[src/rtl/pid_ctrl_param_if.sv]
// PID controller bus: run/line control, error samples in, wheel speeds and status out.
//   go, line_present, err_vld, error : driven by the error source (master)
//   lft_spd, right_spd, spd_vld, integ_sat : driven by the controller (slave)
interface pid_ctrl_param_if #(
    parameter int unsigned SPD_W = 12
);
    logic               go;
    logic               line_present;
    logic               err_vld;
    logic signed [15:0] error;
    logic [SPD_W-1:0]   lft_spd;
    logic [SPD_W-1:0]   right_spd;
    logic               spd_vld;
    logic               integ_sat;

    modport master (
        output go, line_present, err_vld, error,
        input  lft_spd, right_spd, spd_vld, integ_sat
    );

    modport slave (
        input  go, line_present, err_vld, error,
        output lft_spd, right_spd, spd_vld, integ_sat
    );
endinterface

[src/rtl/pid_ctrl_param.sv]
// Parametrised PID steering controller: signed error samples in, left/right wheel speeds out.
// Two-stage pipeline: stage 1 registers P/D terms and updates the saturating integrator,
// stage 2 sums the terms and clamps the differential wheel speeds.
// Ports:
//   clk  : clock, all logic on posedge
//   rst  : synchronous active-high reset
//   bus  : pid_ctrl_param_if.slave (go, line_present, err_vld, error -> lft_spd, right_spd,
//          spd_vld, integ_sat)
// Build option: define PID_DTERM_EN to include the derivative history and d_term.
module pid_ctrl_param #(
    parameter int unsigned      ERR_W    = 10,
    parameter int unsigned      INT_W    = 16,
    parameter int unsigned      I_SHIFT  = 4,
    parameter int               P_COEF   = 3,
    parameter int               D_COEF   = 6,
    parameter int unsigned      D_DEPTH  = 2,
    parameter int unsigned      D_W      = 7,
    parameter int unsigned      SPD_W    = 12,
    parameter logic [SPD_W-1:0] BASE_SPD = 12'h400
) (
    input  logic             clk,
    input  logic             rst,
    pid_ctrl_param_if.slave  bus
);
    localparam int unsigned PT_W  = ERR_W + 5;
    localparam int unsigned DT_W  = D_W + 5;
    localparam int unsigned MX1   = (PT_W > INT_W) ? PT_W : INT_W;
    localparam int unsigned MX2   = (MX1 > DT_W) ? MX1 : DT_W;
    localparam int unsigned MX3   = (MX2 > SPD_W + 1) ? MX2 : SPD_W + 1;
    localparam int unsigned SUM_W = MX3 + 3;

    localparam logic signed [15:0]      ERR_MAX = 16'((2 ** (ERR_W - 1)) - 1);
    localparam logic signed [15:0]      ERR_MIN = 16'(-(2 ** (ERR_W - 1)));
    localparam logic signed [INT_W:0]   INT_MAX = (INT_W + 1)'((2 ** (INT_W - 1)) - 1);
    localparam logic signed [INT_W:0]   INT_MIN = (INT_W + 1)'(-(2 ** (INT_W - 1)));
    localparam logic signed [4:0]       P_C     = 5'(P_COEF);
    localparam logic signed [SUM_W-1:0] BASE_X  = SUM_W'(BASE_SPD);
    localparam logic signed [SUM_W-1:0] SPD_MAX = SUM_W'({SPD_W{1'b1}});

    // Elaboration-time parameter sanity checks.
    if (D_DEPTH < 1) begin : g_chk_depth
        $error("D_DEPTH must be at least 1");
    end
    if (P_COEF > 15 || P_COEF < -16 || D_COEF > 15 || D_COEF < -16) begin : g_chk_coef
        $error("P_COEF/D_COEF must fit a signed 5-bit gain");
    end

    logic                    smp;
    logic                    clr;
    logic                    lp_q;
    logic signed [15:0]      err_in;
    logic signed [ERR_W-1:0] err_sat;
    logic signed [PT_W-1:0]  p_prod;
    logic signed [INT_W:0]   isum;
    logic signed [INT_W-1:0] isat;
    logic                    iclamp;
    logic signed [DT_W-1:0]  d_calc;

    logic                    s1_vld;
    logic signed [PT_W-1:0]  p_term;
    logic signed [DT_W-1:0]  d_term;
    logic signed [INT_W-1:0] integ;
    logic                    integ_sat_q;

    logic signed [INT_W-1:0] i_term;
    logic signed [SUM_W-1:0] pid;
    logic [SPD_W-1:0]        lft_q;
    logic [SPD_W-1:0]        rgt_q;
    logic                    spd_vld_q;

    assign err_in = bus.error;
    assign smp    = bus.err_vld & bus.go;
    // Leaving run or re-acquiring the line restarts the integrator and history.
    assign clr    = ~bus.go | (bus.line_present & ~lp_q);

    // Input saturation, proportional product and integrator saturation.
    always_comb begin
        if (err_in > ERR_MAX) begin
            err_sat = ERR_MAX[ERR_W-1:0];
        end else if (err_in < ERR_MIN) begin
            err_sat = ERR_MIN[ERR_W-1:0];
        end else begin
            err_sat = err_in[ERR_W-1:0];
        end
        p_prod = PT_W'(err_sat) * PT_W'(P_C);
        isum   = (INT_W + 1)'(integ) + (INT_W + 1)'(err_sat);
        iclamp = 1'b1;
        if (isum > INT_MAX) begin
            isat = INT_MAX[INT_W-1:0];
        end else if (isum < INT_MIN) begin
            isat = INT_MIN[INT_W-1:0];
        end else begin
            isat   = isum[INT_W-1:0];
            iclamp = 1'b0;
        end
    end

`ifdef PID_DTERM_EN
    localparam int unsigned DF_W  = ERR_W + 1;
    localparam int unsigned CNT_W = $clog2(D_DEPTH + 1);
    localparam logic signed [DF_W-1:0] DIF_MAX = DF_W'((2 ** (D_W - 1)) - 1);
    localparam logic signed [DF_W-1:0] DIF_MIN = DF_W'(-(2 ** (D_W - 1)));
    localparam logic signed [4:0]      D_C     = 5'(D_COEF);

    logic signed [ERR_W-1:0] hist [D_DEPTH];
    logic [CNT_W-1:0]        hist_cnt;
    logic signed [DF_W-1:0]  diff;
    logic signed [D_W-1:0]   diff_sat;

    // Derivative against the sample D_DEPTH valid samples back, zero until history is full.
    always_comb begin
        diff = DF_W'(err_sat) - DF_W'(hist[D_DEPTH-1]);
        if (diff > DIF_MAX) begin
            diff_sat = DIF_MAX[D_W-1:0];
        end else if (diff < DIF_MIN) begin
            diff_sat = DIF_MIN[D_W-1:0];
        end else begin
            diff_sat = diff[D_W-1:0];
        end
        d_calc = (hist_cnt == CNT_W'(D_DEPTH)) ? DT_W'(diff_sat) * DT_W'(D_C) : '0;
    end

    // Sample history shift register and warm-up counter.
    always_ff @(posedge clk) begin
        if (rst || clr) begin
            for (int i = 0; i < int'(D_DEPTH); i++) hist[i] <= '0;
            hist_cnt <= '0;
        end else if (smp) begin
            hist[0] <= err_sat;
            for (int i = 1; i < int'(D_DEPTH); i++) hist[i] <= hist[i-1];
            if (hist_cnt != CNT_W'(D_DEPTH)) hist_cnt <= hist_cnt + CNT_W'(1);
        end
    end
`else
    assign d_calc = '0;
`endif

    // Stage 1: P/D terms and integrator; a clearing sample still yields a P-only result.
    always_ff @(posedge clk) begin
        if (rst) begin
            lp_q        <= 1'b0;
            s1_vld      <= 1'b0;
            p_term      <= '0;
            d_term      <= '0;
            integ       <= '0;
            integ_sat_q <= 1'b0;
        end else begin
            lp_q   <= bus.line_present;
            s1_vld <= smp;
            if (smp) begin
                p_term <= p_prod;
                d_term <= clr ? '0 : d_calc;
            end
            if (clr) begin
                integ       <= '0;
                integ_sat_q <= 1'b0;
            end else if (smp) begin
                integ       <= isat;
                integ_sat_q <= iclamp;
            end
        end
    end

    // Stage 2 sum; integ here already includes the sample being completed.
    always_comb begin
        i_term = integ >>> I_SHIFT;
        pid    = SUM_W'(p_term) + SUM_W'(i_term) + SUM_W'(d_term);
    end

    function automatic logic [SPD_W-1:0] clamp_spd(input logic signed [SUM_W-1:0] v);
        if (v < 0) return '0;
        if (v > SPD_MAX) return '1;
        return v[SPD_W-1:0];
    endfunction

    // Stage 2: differential speeds; go low zeroes the wheels and drops the in-flight sample.
    always_ff @(posedge clk) begin
        if (rst || !bus.go) begin
            lft_q     <= '0;
            rgt_q     <= '0;
            spd_vld_q <= 1'b0;
        end else begin
            spd_vld_q <= s1_vld;
            if (s1_vld) begin
                lft_q <= clamp_spd(BASE_X + pid);
                rgt_q <= clamp_spd(BASE_X - pid);
            end
        end
    end

    assign bus.lft_spd   = lft_q;
    assign bus.right_spd = rgt_q;
    assign bus.spd_vld   = spd_vld_q;
    assign bus.integ_sat = integ_sat_q;
endmodule
[src/flat_wrapper.sv]
// flat-port wrapper written by rule: the top's interface ports become plain ports
module pid_ctrl_param_flat 
#(
    parameter int unsigned      ERR_W    = 10,
    parameter int unsigned      INT_W    = 16,
    parameter int unsigned      I_SHIFT  = 4,
    parameter int               P_COEF   = 3,
    parameter int               D_COEF   = 6,
    parameter int unsigned      D_DEPTH  = 2,
    parameter int unsigned      D_W      = 7,
    parameter int unsigned      SPD_W    = 12,
    parameter logic [SPD_W-1:0] BASE_SPD = 12'h400
)
  (clk, rst, bus_go, bus_line_present, bus_err_vld, bus_error, bus_lft_spd, bus_right_spd, bus_spd_vld, bus_integ_sat);
  pid_ctrl_param_if #(.SPD_W(SPD_W)) bus_i ();
  input  logic clk;
  input  logic rst;
  input wire logic [$bits(bus_i.go)-1:0] bus_go;
  input wire logic [$bits(bus_i.line_present)-1:0] bus_line_present;
  input wire logic [$bits(bus_i.err_vld)-1:0] bus_err_vld;
  input wire logic [$bits(bus_i.error)-1:0] bus_error;
  output wire logic [$bits(bus_i.lft_spd)-1:0] bus_lft_spd;
  output wire logic [$bits(bus_i.right_spd)-1:0] bus_right_spd;
  output wire logic [$bits(bus_i.spd_vld)-1:0] bus_spd_vld;
  output wire logic [$bits(bus_i.integ_sat)-1:0] bus_integ_sat;
  assign bus_i.go = bus_go;
  assign bus_i.line_present = bus_line_present;
  assign bus_i.err_vld = bus_err_vld;
  assign bus_i.error = bus_error;
  assign bus_lft_spd = bus_i.lft_spd;
  assign bus_right_spd = bus_i.right_spd;
  assign bus_spd_vld = bus_i.spd_vld;
  assign bus_integ_sat = bus_i.integ_sat;
  pid_ctrl_param #(.ERR_W(ERR_W), .INT_W(INT_W), .I_SHIFT(I_SHIFT), .P_COEF(P_COEF), .D_COEF(D_COEF), .D_DEPTH(D_DEPTH), .D_W(D_W), .SPD_W(SPD_W), .BASE_SPD(BASE_SPD)) u_core (.clk(clk), .rst(rst), .bus(bus_i));
endmodule
[config.mk]
export PLATFORM = sky130hd
export DESIGN_NAME = pid_ctrl_param_flat
export DESIGN_NICKNAME = d
export VERILOG_FILES = /design/src/rtl/pid_ctrl_param_if.sv /design/src/rtl/pid_ctrl_param.sv /design/src/flat_wrapper.sv
export SDC_FILE = /design/constraint.sdc
export NUM_CORES = 1
export LEC_CHECK = 0
export ABC_CLOCK_PERIOD_IN_PS = 6400
export BUFFER_PORTS_ARGS = -buffer_cell sky130_fd_sc_hd__buf_2
export CAP_MARGIN = 5
export CORE_UTILIZATION = 50
export DETAILED_ROUTE_END_ITERATION = 7
export PLACE_DENSITY_LB_ADDON = 0.3
export SETUP_SLACK_MARGIN = 0.3
export SLEW_MARGIN = 5
export SYNTH_ARGS = -nofsm -noshare
export SYNTH_HDL_FRONTEND = slang
export SYNTH_SLANG_ARGS = --single-unit
[constraint.sdc]
create_clock -name clk -period 6.4 [get_ports clk]
set_input_delay 0 -clock clk [delete_from_list [all_inputs] [get_ports clk]]
set_output_delay 0 -clock clk [all_outputs]
set_load 0.1 [all_outputs]
# == Word-level counts from Yosys, hierarchy flattened ==
# Cells that the tools add are included.
# classes
addsub,4
n_mul,1
order_cmp,8
n_mux,28
bitwise,5
reduce_logical,3
# ops
cell,count
12-bit two-way mux,8
19-bit by 13-bit greater-than comparator with 1-bit output (second input constant),2
19-bit by 1-bit less-than comparator with 1-bit output (second input constant),2
16-bit two-way mux,2
10-bit two-way mux,2
16-bit by 10-bit adder with 17-bit output,1
17-bit by 16-bit greater-than comparator with 1-bit output (second input constant),1
17-bit by 16-bit less-than comparator with 1-bit output (second input constant),1
16-bit by 10-bit greater-than comparator with 1-bit output (second input constant),1
16-bit by 10-bit less-than comparator with 1-bit output (second input constant),1
1-bit two-way mux,16
12-bit by 14-bit adder with 15-bit output (first input constant),1
12-bit by 14-bit subtractor with 15-bit output (first input constant),1
13-bit by 12-bit adder with 14-bit output,1
10-bit by 3-bit multiplier with 13-bit output (second input constant),1
1-bit bitwise AND,2
1-bit inverter,2
2-bit OR reduction,1
1-bit logical NOT,1
1-bit logical OR,1
1-bit OR,1
# totals
ff_bits,57
inputBits,21
out_inout_bits,26
wordCells,57

# == Longest topological paths before layout ==
# depth
ltp_word,11
depth_mapped,17

# == Least setup slack after synthesis ==
# OpenSTA, ideal clock, no wires.
# synth_path
path_type,reg-to-reg
startpoint,register u_core.integ[4]
endpoint,"register u_core.lft_q[2], in the netlist u_core.bus.lft_spd[2]"
setup_ns,0.086
arrival_ns,3.758
t_required_ns,6.314
setup_slack_ns,2.556
stages_incl_launch_ff,18
n_path_buf,1
period_less_slack_ns,3.844
cell_sequence,dfxtp_1 > ha_1 > fa_1 > a21oi_1 > o211ai_1 > a2111oi_1 > or2_1 > xnor2_2 > inv_2 > ha_1 > a2111oi_0 > nand4_1 > nor3_1 > nand2_1 > o32ai_1 > o22ai_1 > buf_2 > a211oi_1
# synth_between
elab_chain_cells,9
word_cells_on_any_way,14
classes_between,2 x add/sub; 2 x order compare; 10 x mux
# synth_lines
item,line_no,text
from (decl),pid_ctrl_param.sv:62,logic signed [INT_W-1:0] integ;
from (signal assigned),pid_ctrl_param.sv:158,integ <= isat;
13-bit by 12-bit adder with 14-bit output (*),pid_ctrl_param.sv:167,pid = SUM_W'(p_term) + SUM_W'(i_term) + SUM_W'(d_term);
12-bit by 14-bit adder with 15-bit output (*),pid_ctrl_param.sv:185,lft_q <= clamp_spd(BASE_X + pid);
19-bit by 13-bit greater-than comparator with 1-bit output,pid_ctrl_param.sv:172,if (v > SPD_MAX) return '1;
1-bit two-way mux (2 in series),pid_ctrl_param.sv:172,
1-bit two-way mux,pid_ctrl_param.sv:184,if (s1_vld) begin
1-bit two-way mux,pid_ctrl_param.sv:178,if (rst || !bus.go) begin
12-bit two-way mux,pid_ctrl_param.sv:173,return v[SPD_W-1:0];
12-bit two-way mux (*),pid_ctrl_param.sv:172,
to (signal assigned),pid_ctrl_param.sv:185,
to (decl),pid_ctrl_param.sv:67,logic [SPD_W-1:0] lft_q;
# Mark *: on every way between the ends. The rest lies on a longest branch, timed or not. The select of a mux whose other input is x is not followed.
# A chain may end at the register's enable or synchronous reset.

# == Worst setup path in the final report ==
# layout_path
startpoint,register u_core.integ[4]
endpoint,"register u_core.rgt_q[0], in the netlist u_core.bus.right_spd[0]"
# layout_between
elab_chain_cells,9
word_cells_on_any_way,14
classes_between,2 x add/sub; 2 x order compare; 10 x mux
# layout_lines
item,line_no,text
13-bit by 12-bit adder with 14-bit output (*),pid_ctrl_param.sv:167,
12-bit by 14-bit subtractor with 15-bit output (*),pid_ctrl_param.sv:186,rgt_q <= clamp_spd(BASE_X - pid);
19-bit by 13-bit greater-than comparator with 1-bit output,pid_ctrl_param.sv:172,
1-bit two-way mux (2 in series),pid_ctrl_param.sv:172,
1-bit two-way mux,pid_ctrl_param.sv:184,
1-bit two-way mux,pid_ctrl_param.sv:178,
12-bit two-way mux,pid_ctrl_param.sv:173,
12-bit two-way mux (*),pid_ctrl_param.sv:172,
to (signal assigned),pid_ctrl_param.sv:186,
to (decl),pid_ctrl_param.sv:68,logic [SPD_W-1:0] rgt_q;
# Marks and branches as above.

==> flow_summary.yaml <==
logic_synthesis:
  synthCells: 581
  syn_area_um2: 4690
  synth_top_area_share_pct: 24.3
  avgSynthCellArea_um2: 8.07
  synthTopCellsByArea: "dfxtp_1 24%, ha_1 14%, a21oi_1 6.9%, xnor2_1 4.5%, nor2_1 4.0%"
  yosysTopAreaCell: "dfxtp_1"
  synth_fp_nets: 659
  synth_commonest_cells: "65 x a21oi_1, 57 x dfxtp_1, 54 x ha_1"
  ys_ff_latch: 57
  yosys_warnings: 0
  synth_edf_count: 0
  seq_area_frac_synth_pct: 24.3
  synth.distinct_cells: 74
  async_flop_share_pct: 0
  synth_most_common_cell: "a21oi_1"
  synth_ff_type: "dfxtp_1"
layout:
  layout.nets: 697
  diodes: 0
  multi_input_area_um2: 3360
  seqCellArea_um2: 1140
  fin_area_um2: 5160
  fillers: 840
  area_growth_pct: 9.95
  drive_above_1_share_pct: 14.4
  final_cells: 731
global_route:
  grt_pass1_vias: 4183
  grt_usage_pct: 24.2
  grt_overflow: 0
  grt_pass1_wl_mm: 19.2
  antenna_found_initial: 0
  grt_max_degree: 37
worst_setup_path:
  critPathCapture: "u_core.bus.right_spd[0]$_SDFFE_PP0P_"
  cp.required_ns: 6.54
  r2r-end: "u_core.bus.right_spd[0]$_SDFFE_PP0P_"
  startpoint_type: "flop"
  worstReg2RegStart: "u_core.integ[4]$_SDFFE_PP0P_"
  critPathMaxFanout: 12
  critPathCaptureType: "flop"
  arrival_ns: 4.89
  startpoint: "u_core.integ[4]$_SDFFE_PP0P_"
  critical_path_class: "flop to flop"
  reg2regPathDepth: 14
  rrSetupSlack_ns: 1.65
placed_design:
  dpl-instance-area_um2: 4960
  dp_hpwl_mm: 8.73
  gp_congestion: 0.950
  placed_cells: 714
  io_buffer_count: 46
sta:
  tightest_slew_ns: 1.06
  fin_setup_tns_ns: 0
  fmax_mhz: 211
  grt_setup_unrepaired: "no"
  finalHoldViolCount: 0
  finalCritPeriodShare_pct: 74.2
  clock_skew_ns: 0.0105
  fin_crit_ns: 4.75
  setup_viol: 0
  maxSlewViolCount: 0
  slew_headroom_pct: 29.1
flow_run:
  drv_cap: 0
clock_tree:
  root_buffer: "clkbuf_8"
  clk_pin_slew_ns: 0.07
  cts_tree: "done"
  post_cts_resized: 0
  htreeDepth: 3
  cts_sinks: 57
  clockBufferDepth: 2
  numCtsBuffers: 9
  clk_latency_ns: 0.33
detailed_routing:
  drc: 0
  ant_nets: 0
  wl_per_cell_um: 15.4
  viasPerCell: 6.01
  drt_iter0_drc: 227
  dr.pass1.iters: 4
  routed_wirelength_mm: 11.2
  num_vias: 4390
floorplanning:
  die_area_um2: 9770
  ios: 47
  coreArea_um2: 8890
  die_x_um: 98.8
  rows: 34
  initial_core_util_pct: 52.7
  die_h_um: 98.8
run_status:
  status: "completed"
min_path:
  hold_class: "input port to flop"
  hold_depth: 2
pwr:
  leakagePower_nw: 2.30
  ir_worst_vdd_v: 0.000152
  p_per_area_nw_per_um2: 201
report_power, final:
group	switching, mW	internal, mW
combinational	0.219	0.125
clock	0.138	0.176
sequential	0.00894	0.368
worst min path at each step:
stage                                    end        start
4_1_cts               u_core.lp_q$_SDFF_PP0_          rst
3_3_place_gp        u_core.s1_vld$_SDFF_PP0_  bus_err_vld
2_1_floorplan  u_core.p_term[0]$_SDFFE_PP0P_          rst
6_report              u_core.lp_q$_SDFF_PP0_          rst
3_5_place_dp        u_core.s1_vld$_SDFF_PP0_  bus_err_vld
5_1_grt               u_core.lp_q$_SDFF_PP0_          rst
registers in the layout, indices dropped and copies added (netlist names):
name,cells
u_core.lp_q,1
u_core.p_term,13
u_core.bus.integ_sat,1
u_core.bus.spd_vld,1
u_core.bus.lft_spd,12
u_core.bus.right_spd,12
u_core.s1_vld,1
u_core.integ,16
final cells by class:
| class | count | area share [%] |
|---|---|---|
| tap | 108 | 2.62 |
| sequential | 57 | 22.1 |
| inverter | 21 | 1.53 |
| timing repair buffer | 50 | 5.14 |
| clock inverter | 4 | 0.874 |
| clock buffer | 11 | 2.55 |
| multi-input combinational | 480 | 65.2 |
critical path, stage by stage, from the launching register on:
cell and delay (ns):
dfxtp_1 0.33, ha_1 0.23, fa_1 0.43, a21oi_1 0.26
o211ai_1 0.17, a2111oi_1 0.55, or2_1 0.28, xnor2_2 0.21
inv_2 0.19, ha_1 0.24, a41oi_2 0.27, nor4_1 0.09
mux2_2 0.29, a211oi_2 0.83, nand3_1 0.19
per-stage QoR:
| step | util, % | total power, mW | hold WS, ns | setup WS [ns] |
|---|---|---|---|---|
| CTS | 58.0 | 1.04 | 0.00411 | 1.71 |
| global placement | 55.8 | 0.715 | 0.228 | 2.05 |
| global route | 58.0 | 1.10 | 0.0348 | 1.37 |
| finish | 58.0 | 1.04 | 0.0144 | 1.65 |
| detailed placement | 55.8 | 0.722 | 0.231 | 1.74 |
| floorplan | - | 0.654 | 0.0691 | 2.56 |
cell usage in the layout (no fill, tap or decap), drive strengths merged, types with 4 or more instances in the layout:
master and instances:
a21oi 67, dfxtp 57, ha 54, nor2 50, buf 48, nand2 43, nor3 31, xnor2 25
o21ai 23, nand3 23, inv 20, o21a 15, nor2b 14, a211oi 12, and2 11, clkbuf 11
xor2 8, a31oi 8, a22oi 8, nand4 8, a21o 7, o211ai 6, o21bai 6, nor4 4
a21boi 4, clkinv 4
repair_timing:
action / in CTS / in global routing
buffers inserted: 0 / 0
hold buffers: 2 / 0
hold endpoints to repair: 2 / 0
layer usage:
metal	GRT usage, %	vias up	share of wire [%]
li1	-	2219	-
met1	31.1	2059	47
met2	41.2	100	47
met3	4.18	12	5.0
met4	7.92	0	1.1
met5	0	-	0
kinds of logic after synthesis:
kind of cell,synth area share [%]
AOI/OAI and AO/OA,26.3
xor gates and xnor gates,6.32
adders and majority gates,16.1
buffers and inverters,4.03
DFF,24.3
muxes,0.560
and+or+nand+nor,22.4
Note: power is estimated with default switching activity, not from simulation.
